`src/rtl/tile_pkg.sv`:
```
// Shared types and constants for the ground-tile pixel fetch path.
package tile_pkg;

  localparam int TILE_W      = 20;
  localparam int TILE_H      = 20;
  localparam int TILE_PIXELS = TILE_W * TILE_H;
  localparam int TILE_ADDR_W = 9;
  localparam int PHASE_W     = 5;

  typedef logic [23:0]            rgb24_t;
  typedef logic [TILE_ADDR_W-1:0] tile_addr_t;
  typedef logic [PHASE_W-1:0]     phase_t;

  // Row-major ROM address ty*20 + tx, built from shifts so no multiplier is inferred.
  function automatic tile_addr_t tile_address(input phase_t ty, input phase_t tx);
    tile_addr_t ty_w;
    tile_addr_t tx_w;
    ty_w = tile_addr_t'(ty);
    tx_w = tile_addr_t'(tx);
    return (ty_w << 4) + (ty_w << 2) + tx_w;
  endfunction

endpackage

```
`src/rtl/tile_phase_counter.sv`:
```
// Wrap counter tracking the position inside a tile along one axis.
// A load takes priority over counting; past the limit the count wraps to 0.
// The next value is exported so the caller can register derived values
// on the same edge the count itself updates.
module tile_phase_counter
  import tile_pkg::*;
(
  input  logic   clk,
  input  logic   rst,
  input  logic   enable,
  input  logic   load,
  input  phase_t load_value,
  input  phase_t limit,
  output phase_t count_next
);

  phase_t count;

  // Next-count selection: load, wrap at the limit, or step by one.
  always_comb begin
    count_next = count;
    if (load) begin
      count_next = load_value;
    end else if (enable) begin
      if (count >= limit) begin
        count_next = '0;
      end else begin
        count_next = count + phase_t'(1);
      end
    end
  end

  // Count register.
  always_ff @(posedge clk or posedge rst) begin
    if (rst) begin
      count <= '0;
    end else begin
      count <= count_next;
    end
  end

endmodule

```
`src/rtl/tile_addr_gen.sv`:
```
// Pixel-fetch stage for the ground-tile ROM.
// Stage 1 registers the ROM address, ground flag and syncs; the ROM answers
// combinationally in that cycle. Stage 2 registers the selected colour and
// the syncs again, so RGB and syncs leave exactly 2 clocks after DrawX/DrawY.
module tile_addr_gen #(
  parameter int              TILE_W    = 20,
  parameter int              TILE_H    = 20,
  parameter int              GROUND_Y  = 400,
  parameter tile_pkg::rgb24_t SKY_COLOR = 24'h5C94FC
) (
  input  logic                 Clk,
  input  logic                 Reset,
  input  logic [9:0]           DrawX,
  input  logic [9:0]           DrawY,
  input  logic                 de_in,
  input  logic                 hs_in,
  input  logic                 vs_in,
  input  logic [4:0]           scroll_x,
  input  tile_pkg::rgb24_t     tile_color,
  output tile_pkg::tile_addr_t read_address,
  output logic [7:0]           Red,
  output logic [7:0]           Green,
  output logic [7:0]           Blue,
  output logic                 hs_out,
  output logic                 vs_out,
  output logic                 de_out
);

  import tile_pkg::*;

  localparam logic [9:0] GROUND_ROW   = 10'(GROUND_Y);
  localparam phase_t     TX_LIMIT     = phase_t'(TILE_W - 1);
  localparam phase_t     TY_LIMIT     = phase_t'(TILE_H - 1);
  localparam phase_t     SCROLL_LIMIT = phase_t'(TILE_W);

  logic   line_start;
  logic   vs_s1;
  logic   vs_fall;
  phase_t scroll_q;
  phase_t scroll_sel;
  phase_t tx_next;
  phase_t ty_next;
  logic   ty_load;
  logic   gnd_s1;
  logic   de_s1;
  logic   hs_s1;
  rgb24_t pixel_rgb;

  assign line_start = (DrawX == 10'd0);
  assign vs_fall    = vs_s1 & ~vs_in;
  assign scroll_sel = (scroll_x < SCROLL_LIMIT) ? scroll_x : '0;
  assign ty_load    = line_start && (DrawY <= GROUND_ROW);

  // Scroll phase is captured once per frame at the start of vertical sync;
  // out-of-range requests fall back to phase 0.
  always_ff @(posedge Clk or posedge Reset) begin
    if (Reset) begin
      scroll_q <= '0;
    end else if (vs_fall) begin
      scroll_q <= scroll_sel;
    end
  end

  // Column phase: reloads with the scroll phase at each line start and runs
  // through blanking so the phase is right when the next line begins.
  tile_phase_counter u_tx (
    .clk        (Clk),
    .rst        (Reset),
    .enable     (1'b1),
    .load       (line_start),
    .load_value (scroll_q),
    .limit      (TX_LIMIT),
    .count_next (tx_next)
  );

  // Row phase: steps once per line, held at 0 through the sky and the
  // first ground row so the tile grid is anchored at the ground line.
  tile_phase_counter u_ty (
    .clk        (Clk),
    .rst        (Reset),
    .enable     (line_start),
    .load       (ty_load),
    .load_value ('0),
    .limit      (TY_LIMIT),
    .count_next (ty_next)
  );

  // Stage 1: ROM address from the freshly updated phases, plus ground flag and syncs.
  always_ff @(posedge Clk or posedge Reset) begin
    if (Reset) begin
      read_address <= '0;
      gnd_s1       <= 1'b0;
      de_s1        <= 1'b0;
      hs_s1        <= 1'b1;
      vs_s1        <= 1'b1;
    end else begin
      read_address <= tile_address(ty_next, tx_next);
      gnd_s1       <= (DrawY >= GROUND_ROW);
      de_s1        <= de_in;
      hs_s1        <= hs_in;
      vs_s1        <= vs_in;
    end
  end

  // Colour select: black in blanking, ROM texel on the ground, sky above it.
  always_comb begin
    pixel_rgb = '0;
    if (de_s1) begin
      if (gnd_s1) begin
        pixel_rgb = tile_color;
      end else begin
        pixel_rgb = SKY_COLOR;
      end
    end
  end

  // Stage 2: registered colour and syncs delayed to line up with it.
  always_ff @(posedge Clk or posedge Reset) begin
    if (Reset) begin
      Red    <= '0;
      Green  <= '0;
      Blue   <= '0;
      hs_out <= 1'b1;
      vs_out <= 1'b1;
      de_out <= 1'b0;
    end else begin
      Red    <= pixel_rgb[23:16];
      Green  <= pixel_rgb[15:8];
      Blue   <= pixel_rgb[7:0];
      hs_out <= hs_s1;
      vs_out <= vs_s1;
      de_out <= de_s1;
    end
  end

endmodule

```
`config.mk`:
```
export PLATFORM = sky130hd
export DESIGN_NAME = tile_addr_gen
export DESIGN_NICKNAME = d
export VERILOG_FILES = /design/src/rtl/tile_pkg.sv /design/src/rtl/tile_phase_counter.sv /design/src/rtl/tile_addr_gen.sv
export SDC_FILE = /design/constraint.sdc
export NUM_CORES = 1
export LEC_CHECK = 0
export ABC_AREA = 0
export ABC_CLOCK_PERIOD_IN_PS = 4200
export BUFFER_PORTS_ARGS = -buffer_cell sky130_fd_sc_hd__buf_2
export CORE_UTILIZATION = 25
export CTS_BUF_LIST = sky130_fd_sc_hd__clkbuf_8
export CTS_CLUSTER_SIZE = 14
export DETAILED_ROUTE_END_ITERATION = 8
export PLACE_DENSITY = 0.49
export SYNTH_ARGS = -nofsm -noshare
export SYNTH_HDL_FRONTEND = slang
export SYNTH_SLANG_ARGS = --single-unit
export TNS_END_PERCENT = 100
```
`constraint.sdc`:
```
create_clock -name Clk -period 4.2 [get_ports Clk]
set_input_delay 0.21 -clock Clk [delete_from_list [all_inputs] [get_ports Clk]]
set_output_delay 0.21 -clock Clk [all_outputs]
set_load 0.005 [all_outputs]
```
## Word-level counts from Yosys, hierarchy flattened

Index checks and enable logic that the tools add are counted.

- Register bits: 55
- Input port bits: 54
- Output and inout bits: 36
- Logic and storage cells: 35

- $add $sub $neg: 4
- Order comparisons: 5
- Muxes and demuxes: 8
- Bitwise logic cells: 2
- Reductions and logical operators: 2

Operators with widths:

| cell | number |
|---|---|
| two-way mux 24 bit | 2 |
| two-way mux 5 bit | 6 |
| adder 5 x 1 -> 5 bit, second input constant | 2 |
| greater-or-equal comparator 10 x 9 -> 1 bit, second input constant | 1 |
| greater-or-equal comparator 5 bit, second input constant | 2 |
| <= comparator 10 x 9 -> 1 bit, second input constant | 1 |
| zero test 10 bit | 1 |
| adder 9 x 5 -> 9 bit | 1 |
| adder 9 x 7 -> 9 bit | 1 |
| < comparator 5 bit, second input constant | 1 |
| AND 1 bit | 1 |
| logical AND 1 bit | 1 |
| inverter 1 bit | 1 |

## Logic depth before layout (Yosys ltp)

Gate-level depths: netlist (run 1).

- Word-level depth: 6
- Depth in mapped cells: 13
- Depth with buffers taken out: 12

## Modules after synthesis

Synthesis (run 1) repeated with hierarchy kept, for this count alone.

- Cells, all modules: 229
- Area total of the unflattened synthesis: 2576.2 µm²

By module, submodules not included:

| module | times used | cells an instance | area an instance (µm²) | seq. area each (µm²) |
|---|---|---|---|---|
| tile_addr_gen | 1 | 143 | 1800.5 | 1131.1 |
| tile_phase_counter | 2 | 43 | 387.9 | 125.1 |

## Least setup slack after synthesis (run 1)

Ideal clock, no wire load.

- Path kind: reg2reg
- From: reg u_ty.count[0]
- To: reg read_address[8]
- Setup time: 0.128 ns
- Arrival time: 2.943 ns
- Data required time: 4.072 ns
- Setup slack: 1.129 ns
- Cell stages (with the launch flop): 13
- Path buffers: 0
- Path through: dfrtp_1 -> ha_1 -> a2111o_1 -> a21o_2 -> or2_1 -> mux2i_1 -> fa_1 -> ha_1 -> a21oi_1 -> nor2b_1 -> o21ai_0 -> a21oi_1 -> xor2_1

- Word-level cells in the longest chain between the ends: 6

Ends and longest elaborated chain:

| what | line | text |
|---|---|---|
| start, declared | tile_phase_counter.sv:17 | `phase_t count;` |
| start signal, assigned | tile_phase_counter.sv:38 | `count <= count_next;` |
| adder 5 x 1 -> 5 bit or greater-or-equal comparator 5 bit (tied branches) | tile_phase_counter.sv:28, tile_phase_counter.sv:25 |  |
| two-way mux 5 bit | tile_phase_counter.sv:25 | `if (count >= limit) begin` |
| two-way mux 5 bit * | tile_phase_counter.sv:24 | `end else if (enable) begin` |
| two-way mux 5 bit * | tile_phase_counter.sv:22 | `if (load) begin` |
| named net ty_next[0] | tile_addr_gen.sv:42 | `phase_t ty_next;` |
| adder 9 x 7 -> 9 bit * | tile_pkg.sv:20 | `return (ty_w << 4) + (ty_w << 2) + tx_w;` |
| adder 9 x 5 -> 9 bit * | tile_pkg.sv:20 |  |
| end signal, assigned | tile_addr_gen.sv:97 | `read_address <= tile_address(ty_next, tx_next);` |
| end, declared | tile_addr_gen.sv:20 | `output tile_pkg::tile_addr_t read_address,` |

Mark *: on every way through the listed nets, which the timed path passes. The rest lies on a longest branch.
A chain may end at the register's enable or synchronous reset.

## Worst setup path in the final report (run 1)

- From: reg u_ty.count[0]
- To: reg read_address[8]

- Word-level cells in the longest chain between the ends: 6

Ends and longest elaborated chain:

| what | line |
|---|---|
| adder 5 x 1 -> 5 bit or greater-or-equal comparator 5 bit (tied branches) | tile_phase_counter.sv:28, tile_phase_counter.sv:25 |
| two-way mux 5 bit * | tile_phase_counter.sv:25 |
| two-way mux 5 bit * | tile_phase_counter.sv:24 |
| two-way mux 5 bit * | tile_phase_counter.sv:22 |
| named net ty_next[2] | tile_addr_gen.sv:42 |
| adder 9 x 7 -> 9 bit * | tile_pkg.sv:20 |
| adder 9 x 5 -> 9 bit * | tile_pkg.sv:20 |

Marks and branches as above.

==> results.md, run 1 <==
* Clock Skew at 0.007614 ns
* Initial DRC Count at 64
* Die Span Y at 96.97 um
* Detail Placement HPWL at 3.454 mm
* Crit Path Class: reg -> reg
* Cells after synthesis at 188
* Min Tclk post-route at 3.293 ns
* Hold Vio Cnt, Final at 0
* Top cells by count, synth: dfrtp_1, inv_1, a21boi_0, and3_1
* Nets at 346
* Worst-path fanout max at 4
* Slew margin rel. at 0.5426
* Reg2Reg Depth at 12
* P_leak at 1.607 nW
* Arrival @ worst endpoint at 3.48 ns
* Max Freq at 0.3037 GHz
* Post-Syn Area per Cell at 11.99 um2
* Final setup violation count at 0
* Overflow after GRT at 0
* Port bufs at 89
* Initial antenna violation count at 0
* Clock Latency Late Sink at 0.30 ns
* GP Congestion at 0.7585
* Total CTS buffers at 5
* Cell accounting for the most synthesized area: dfrtp_1
* Outcome: finished, final reports clean
* # diodes at 0
* Synth Net Count at 255
* Max Cap Viol at 0
* Type of the worst min-delay path: in -> async
* Crit start category: register
* Cell row count at 34
* Post-synth cell types at 37
* Layout cell share with drive strength beyond 1 at 0.3786
* Final hold slack at 0.06410 ns
* Yosys reg bits at 53
* First-pass GRT wire length at 8.183 mm
* Via density at 4.312
* EDFF count, synth at 0
* VDD IR max at 0.2043 mV
* Wire per inst at 12.42 um
* Total track usage at 0.1076
* CTS tree: done
* Slew @ Worst Pin at 0.6861 ns
* DRT antenna net count at 0
* Synth async-reset ratio at 1.000
* Top-area cell type share of the netlist area at 0.5438
* RSZ-0062 raised after global routing: no
* Area delta synth->final at 30.47%
* Core area at 8721 um2
* CP endpoint kind: register
* Post-Syn Area at 2255 um2
* Critical Path RT at 4.38 ns
* Clk buf depth at 2
* Post-route setup TNS at 0 ns
* Root Driver: clkbuf_8
* Synth top area cells: dfrtp_1, ha_1, dfstp_2
* Clock Sinks at 53
* Chip Width at 96.97 um
* CTS H-Tree Depth at 2
* Initial cell density of the core at 0.2585
* Drt pass-1 iters at 4
* Most numerous cell in the Yosys netlist: dfrtp_1
* Die area at 9402 um2
* DRC Markers at 0
* Number of global-route vias before repair at 1685
* Power per cell area at 398.4 nW/um2
* Total Wirelength at 4.820 mm
* Register area share after synthesis at 0.5905
* Via count at 1673
* Top FF cell, synth: dfrtp_1
* Ports at 90
* Post_cts resized at 0
* Synth warn at 0
* Max-slew violations at 0
* Crit share post-route at 0.7840
* Worst-path clk slew at 0.09 ns
* Largest net degree at the start of global routing at 54
-- cell type report --
| class | count | area (um2) |
|---|---|---|
| tap | 108 | 135.1 |
| timing repair buffer | 93 | 483.0 |
| sequential | 53 | 1331 |
| inverter | 15 | 56.30 |
| clock inverter | 3 | 42.54 |
| clock buffer | 5 | 68.82 |
| multi-input combinational | 111 | 824.5 |
| fill | 905 | 5779 |
-- final timing paths --
path	slack, ns	to	startpoint
hold reg to reg	0.36	hs_out	hs_s1
max in group asynchronous	3.66	Green[3]	Reset
min in group Clk	0.13	Green[7]	tile_color[15]
setup / recovery	0.91	read_address[8]	u_ty.count[0]
setup reg to reg	0.91	read_address[8]	u_ty.count[0]
hold / removal	0.06	u_tx.count[0]	Reset
-- layout by cell type, fill, tap and decap left out, types with 4 or more instances in the layout --
cell type  synthesis  routed
nor2_1             6       6
dfrtp_1           49      49
and3_1            13      13
nand2b_1           5       5
o21ai_0            6       6
dfstp_2            4       4
nand2_1           11      11
a21oi_1            4       4
ha_1              11      11
nand3_1            4       4
clkbuf_8           0       5
inv_1             15      15
buf_2              1      89
a21boi_0          13      13
-- flip-flops by register name (all words and copies together), names as in the netlist --
name / count
Blue: 8
Green: 8
Red: 8
read_address: 7
scroll_q: 5
u_tx.count: 5
u_ty.count: 5
de_out: 1
de_s1: 1
gnd_s1: 1
hs_out: 1
hs_s1: 1
vs_out: 1
vs_s1: 1
-- routing by layer --
metal / GRT usage / part of all wire
met1: 0.1452 / 0.47
met5: 0 / 0
met3: 0.03035 / 0.070
met4: 0.03904 / 0.015
met2: 0.1641 / 0.44
-- per-stage QoR --
step           std cells  setup WS [ns]    util  total power [W]  cell area [um2]
3_3_place_gp         377         0.9820  0.3211        0.0008393             2800
4_1_cts              388         0.9068  0.3373         0.001198             2942
6_report             388         0.9073  0.3373         0.001172             2942
3_5_place_dp         377         0.9702  0.3211        0.0008428             2800
5_1_grt              388         0.7084  0.3373         0.001250             2942
2_1_floorplan        188          1.129       -        0.0007442             2255
-- timing repair --
action	CTS	global route
hold buffers	3	0
buffers inserted	0	0
hold endpoints to repair	3	0
-- where the power goes --
part           total [W]  internal [W]  switching [W]
clock           0.000346      0.000177       0.000169
combinational   0.000212      0.000108       0.000104
sequential      0.000614      0.000571      0.0000429
-- critical path: stages, from the launching register on --
cell       delay, ns
dfrtp_1         0.43
ha_1            0.26
a2111o_1        0.31
a21o_2          0.24
or2_1           0.25
o2bb2ai_1       0.30
fa_1            0.52
ha_1            0.29
a21oi_1         0.14
nor2b_1         0.07
o21ai_0         0.14
a21oi_1         0.09
xor2_1          0.14
-- cells by family (layout without fill, tap and decap cells) --
group / Yosys count / after routing / share of synthesized area
xor gates and xnor gates: 6 / 6 / 0.02331
muxes: 1 / 1 / 0.004440
AOI/OAI and AO/OA: 42 / 42 / 0.1410
buffers and inverters: 24 / 116 / 0.04383
DFF: 53 / 53 / 0.5905
adders and majority gates: 13 / 13 / 0.07880
and+or+nand+nor: 49 / 49 / 0.1182
(Power assumes the default switching activity.)
==> inputs of run 2 (changes only) <==
--- a/config.mk
+++ b/config.mk
@@ -5,8 +5,8 @@
 export SDC_FILE = /design/constraint.sdc
 export NUM_CORES = 1
 export LEC_CHECK = 0
-export ABC_AREA = 0
-export ABC_CLOCK_PERIOD_IN_PS = 4200
+export ABC_AREA = 1
+export ABC_CLOCK_PERIOD_IN_PS = 3400
 export BUFFER_PORTS_ARGS = -buffer_cell sky130_fd_sc_hd__buf_2
 export CORE_UTILIZATION = 25
 export CTS_BUF_LIST = sky130_fd_sc_hd__clkbuf_8
==> constraint.sdc (replaced) <==
create_clock -name Clk -period 3.4 [get_ports Clk]
set_input_delay 0.17 -clock Clk [delete_from_list [all_inputs] [get_ports Clk]]
set_output_delay 0.17 -clock Clk [all_outputs]
set_load 0.005 [all_outputs]
==> run 2 against run 1 <==
  * Via count rose by 7.4%
  * Highest routed layer unchanged
  * Fmax rose by 15%
  * The flow now finishes with violations (design-rule violations)
  * Cell area rose by 2.1%
  * Critical endpoint unchanged
  * Critical path depth rose by 2
  * Largest power group unchanged
==> results.md, run 2 <==
* Outcome: complete, but fails checks
* Failing checks: design-rule violations
* Pint at 0.0009936 W (+16%)
* RSZ-0062 raised after global routing: no
* Via count at 1796 (+7.4%)
* NetSw at 0.0003999 W (+26%)
* Critical Path RT at 3.60 ns (-0.78 ns)
* Initial antenna violation count at 0 (unchanged)
* Setup Fix Bufs, Post-CTS at 0 (unchanged)
* Root Driver: clkbuf_8
* Post-Syn Area per Cell at 9.820 um2 (-18%)
* Min Tclk post-route at 2.852 ns (-0.4408 ns)
* Sequential share of power at 0.540 (+0.016)
* Clock Latency Late Sink at 0.29 ns (about the same)
* P_leak at 1.741 nW (+8.4%)
* Chip Width at 98.48 um (+1.6%)
* Die area at 9698 um2 (+3.1%)
* CTS tree: done
* Arrival @ worst endpoint at 3.05 ns (-0.43 ns)
* Top cells by count, synth: dfrtp_1, inv_1, nand2_1
* Port bufs at 89 (unchanged)
* Clk buf depth at 2 (unchanged)
* Synth async-reset ratio at 1.000 (unchanged)
* Power per cell area at 464.1 nW/um2 (+16%)
* Post-route setup TNS at 0 ns (unchanged)
* Synth warn at 0 (unchanged)
* Worst-path fanout max at 4 (unchanged)
* Die Span Y at 98.48 um (+1.6%)
* Crit Path Class: reg -> reg
* DRC Markers at 7 (+7)
* Top FF cell, synth: dfrtp_1
* First-pass GRT wire length at 8.024 mm (-1.9%)
* Nets at 399 (+15%)
* Clock power share at 0.242 (-0.053)
* Register area share after synthesis at 0.5720 (-0.01841)
* EDFF count, synth at 0 (unchanged)
* Most numerous cell in the Yosys netlist: dfrtp_1
* Largest regs: Blue (8), Green (8), Red (8)
* Post-Syn Area at 2327 um2 (+3.2%)
* Sw Ratio at 0.2870 (+0.01719)
* Hold Vio Cnt, Final at 0 (unchanged)
* Wire per inst at 10.58 um (-15%)
* Overflow after GRT at 0 (unchanged)
* Max Freq at 0.3506 GHz (+15%)
* Core area at 8848 um2 (+1.5%)
* Max-slew violations at 0 (unchanged)
* # diodes at 0 (unchanged)
* Synth top area cells: dfrtp_1, inv_1, ha_1
* CP endpoint kind: register
* Largest net degree at the start of global routing at 54 (unchanged)
* Area delta synth->final at 29.03%
* Cells after synthesis at 237 (+26%)
* Yosys reg bits at 53 (unchanged)
* Top-area cell type share of the netlist area at 0.5269 (-0.01696)
* Max Cap Viol at 0 (unchanged)
* Total CTS buffers at 5 (unchanged)
* Pre-CTS setup slack at 0.5450 ns (-0.4252 ns)
* Type of the worst min-delay path: in -> async
* Logic pwr share at 0.217 (+0.036)
* Initial cell density of the core at 0.2630 (+0.004473)
* Slew @ Worst Pin at 0.6732 ns (-0.01299 ns)
* DRT antenna net count at 0 (unchanged)
* Layout cell share with drive strength beyond 1 at 0.3303 (-0.04824)
* Total Wirelength at 4.667 mm (-3.2%)
* Number of global-route vias before repair at 1803 (+7.0%)
* Final worst slack at 0.5481 ns (-0.3592 ns)
* Clock Sinks at 53 (unchanged)
* DP Cell Count at 430 (+14%)
* Via density at 4.073 (-5.5%)
* Detail Placement HPWL at 3.582 mm (+3.7%)
* VDD IR max at 0.1663 mV (-19%)
* Final design utilization at 0.3394 (+0.002064)
* GP Congestion at 0.7491 (-1.2%)
* Worst-path clk slew at 0.09 ns (about the same)
* CTS H-Tree Depth at 2 (unchanged)
* Finished Layout Cells at 441 (+14%)
* Cell accounting for the most synthesized area: dfrtp_1
* Leading cell type in the layout, fill and taps excluded: buf_2
* Ports at 90 (unchanged)
* Post-CTS Hold Buffers at 3 (unchanged)
* Most frequent cells in the layout: buf_2, dfrtp_1, inv_1, nand2_1, nor2_1
* Synth Net Count at 304 (+19%)
* Slew margin rel. at 0.5512 (+0.008659)
* Post-synth cell types at 26 (-30%)
* Drt pass-1 iters at 9 (+5)
* Total track usage at 0.1037 (-0.003853)
* Cell row count at 34 (unchanged)
* Initial DRC Count at 61 (-4.7%)
* Post_cts resized at 0 (unchanged)
* Clock Skew at 0.002960 ns (-0.004654 ns)
* Crit start category: register
* Crit share post-route at 0.8388 (+0.05483)
* Final setup violation count at 0 (unchanged)
## run 2: cell count changes after synthesis, sizes merged, moves of 4 or more
cell / change
a21boi: -13
a21oi: +11
and3: -13
inv: +31
nand2: +19
nand2b: -5
nand3: +13
nor2: +22
o22ai: +4
## run 2: cell type report
class | instances | area (um2)
inverter | 46 | 175.2
fill | 942 | 5846
sequential | 53 | 1331
multi-input combinational | 133 | 794.5
timing repair buffer | 93 | 483.0
tap | 108 | 135.1
clock inverter | 3 | 15.01
clock buffer | 5 | 68.82
## run 2: kinds of logic after synthesis
| kind of cell | Yosys count | share of synthesized area |
|---|---|---|
| buffers and inverters | 51 | 0.08656 |
| adder cells (fa/ha/maj) | 13 | 0.07634 |
| AO/OA/AOI/OAI | 32 | 0.07151 |
| AND/OR/NAND/NOR | 80 | 0.1634 |
| flip-flops | 53 | 0.5720 |
| XOR/XNOR | 8 | 0.03011 |
## run 2: metal layers
metal,track usage,part of all wire
met1,0.1247,0.44
met2,0.1826,0.49
met4,0.02755,0.0084
met3,0.02908,0.062
met5,0,0
## run 2: power groups by stage
stage               clock network, W  logic (W)  registers, W
floorplan                          0   0.000190      0.000766
global placement                   0   0.000309      0.000767
detailed placement                 0   0.000308      0.000767
CTS                         0.000360   0.000312      0.000755
global route                0.000383   0.000360      0.000765
finish                      0.000337   0.000303      0.000753
## run 2: path summary, 6_finish.rpt
check | from | end | slack [ns] | cells past startpoint
worst max-delay path | u_ty.count[0] | read_address[8] | 0.55 | 14
worst min-delay path | Reset | Blue[4] | 0.05 | 3
worst max register to register | u_ty.count[0] | read_address[8] | 0.55 | 14
max in group asynchronous | Reset | u_tx.count[3] | 2.91 | 3
worst min register to register | hs_s1 | hs_out | 0.36 | 0
min in group Clk | tile_color[0] | Blue[0] | 0.07 | 3
## run 2: worst max-delay path, cell delays in order, from the launching register on
cell and delay, ns:
dfrtp_1 0.42, ha_1 0.26, nand3b_1 0.18, nand2_1 0.10
inv_1 0.06, o21ai_0 0.15, inv_1 0.07, nor2_1 0.21
fa_1 0.50, ha_1 0.32, nand2_1 0.05, nor3b_1 0.19
nor2_1 0.09, nand4_1 0.10, nand2_1 0.06
## run 2: stage by stage
stage | instance area (um2) | power (W) | hold WS (ns)
finish | 3003 | 0.001394 | 0.04602
global route | 3003 | 0.001508 | 0.05928
CTS | 3003 | 0.001427 | 0.05798
detailed placement | 2889 | 0.001076 | 0.2826
global placement | 2889 | 0.001076 | 0.2804
floorplan | 2327 | 0.0009559 | 0.1745
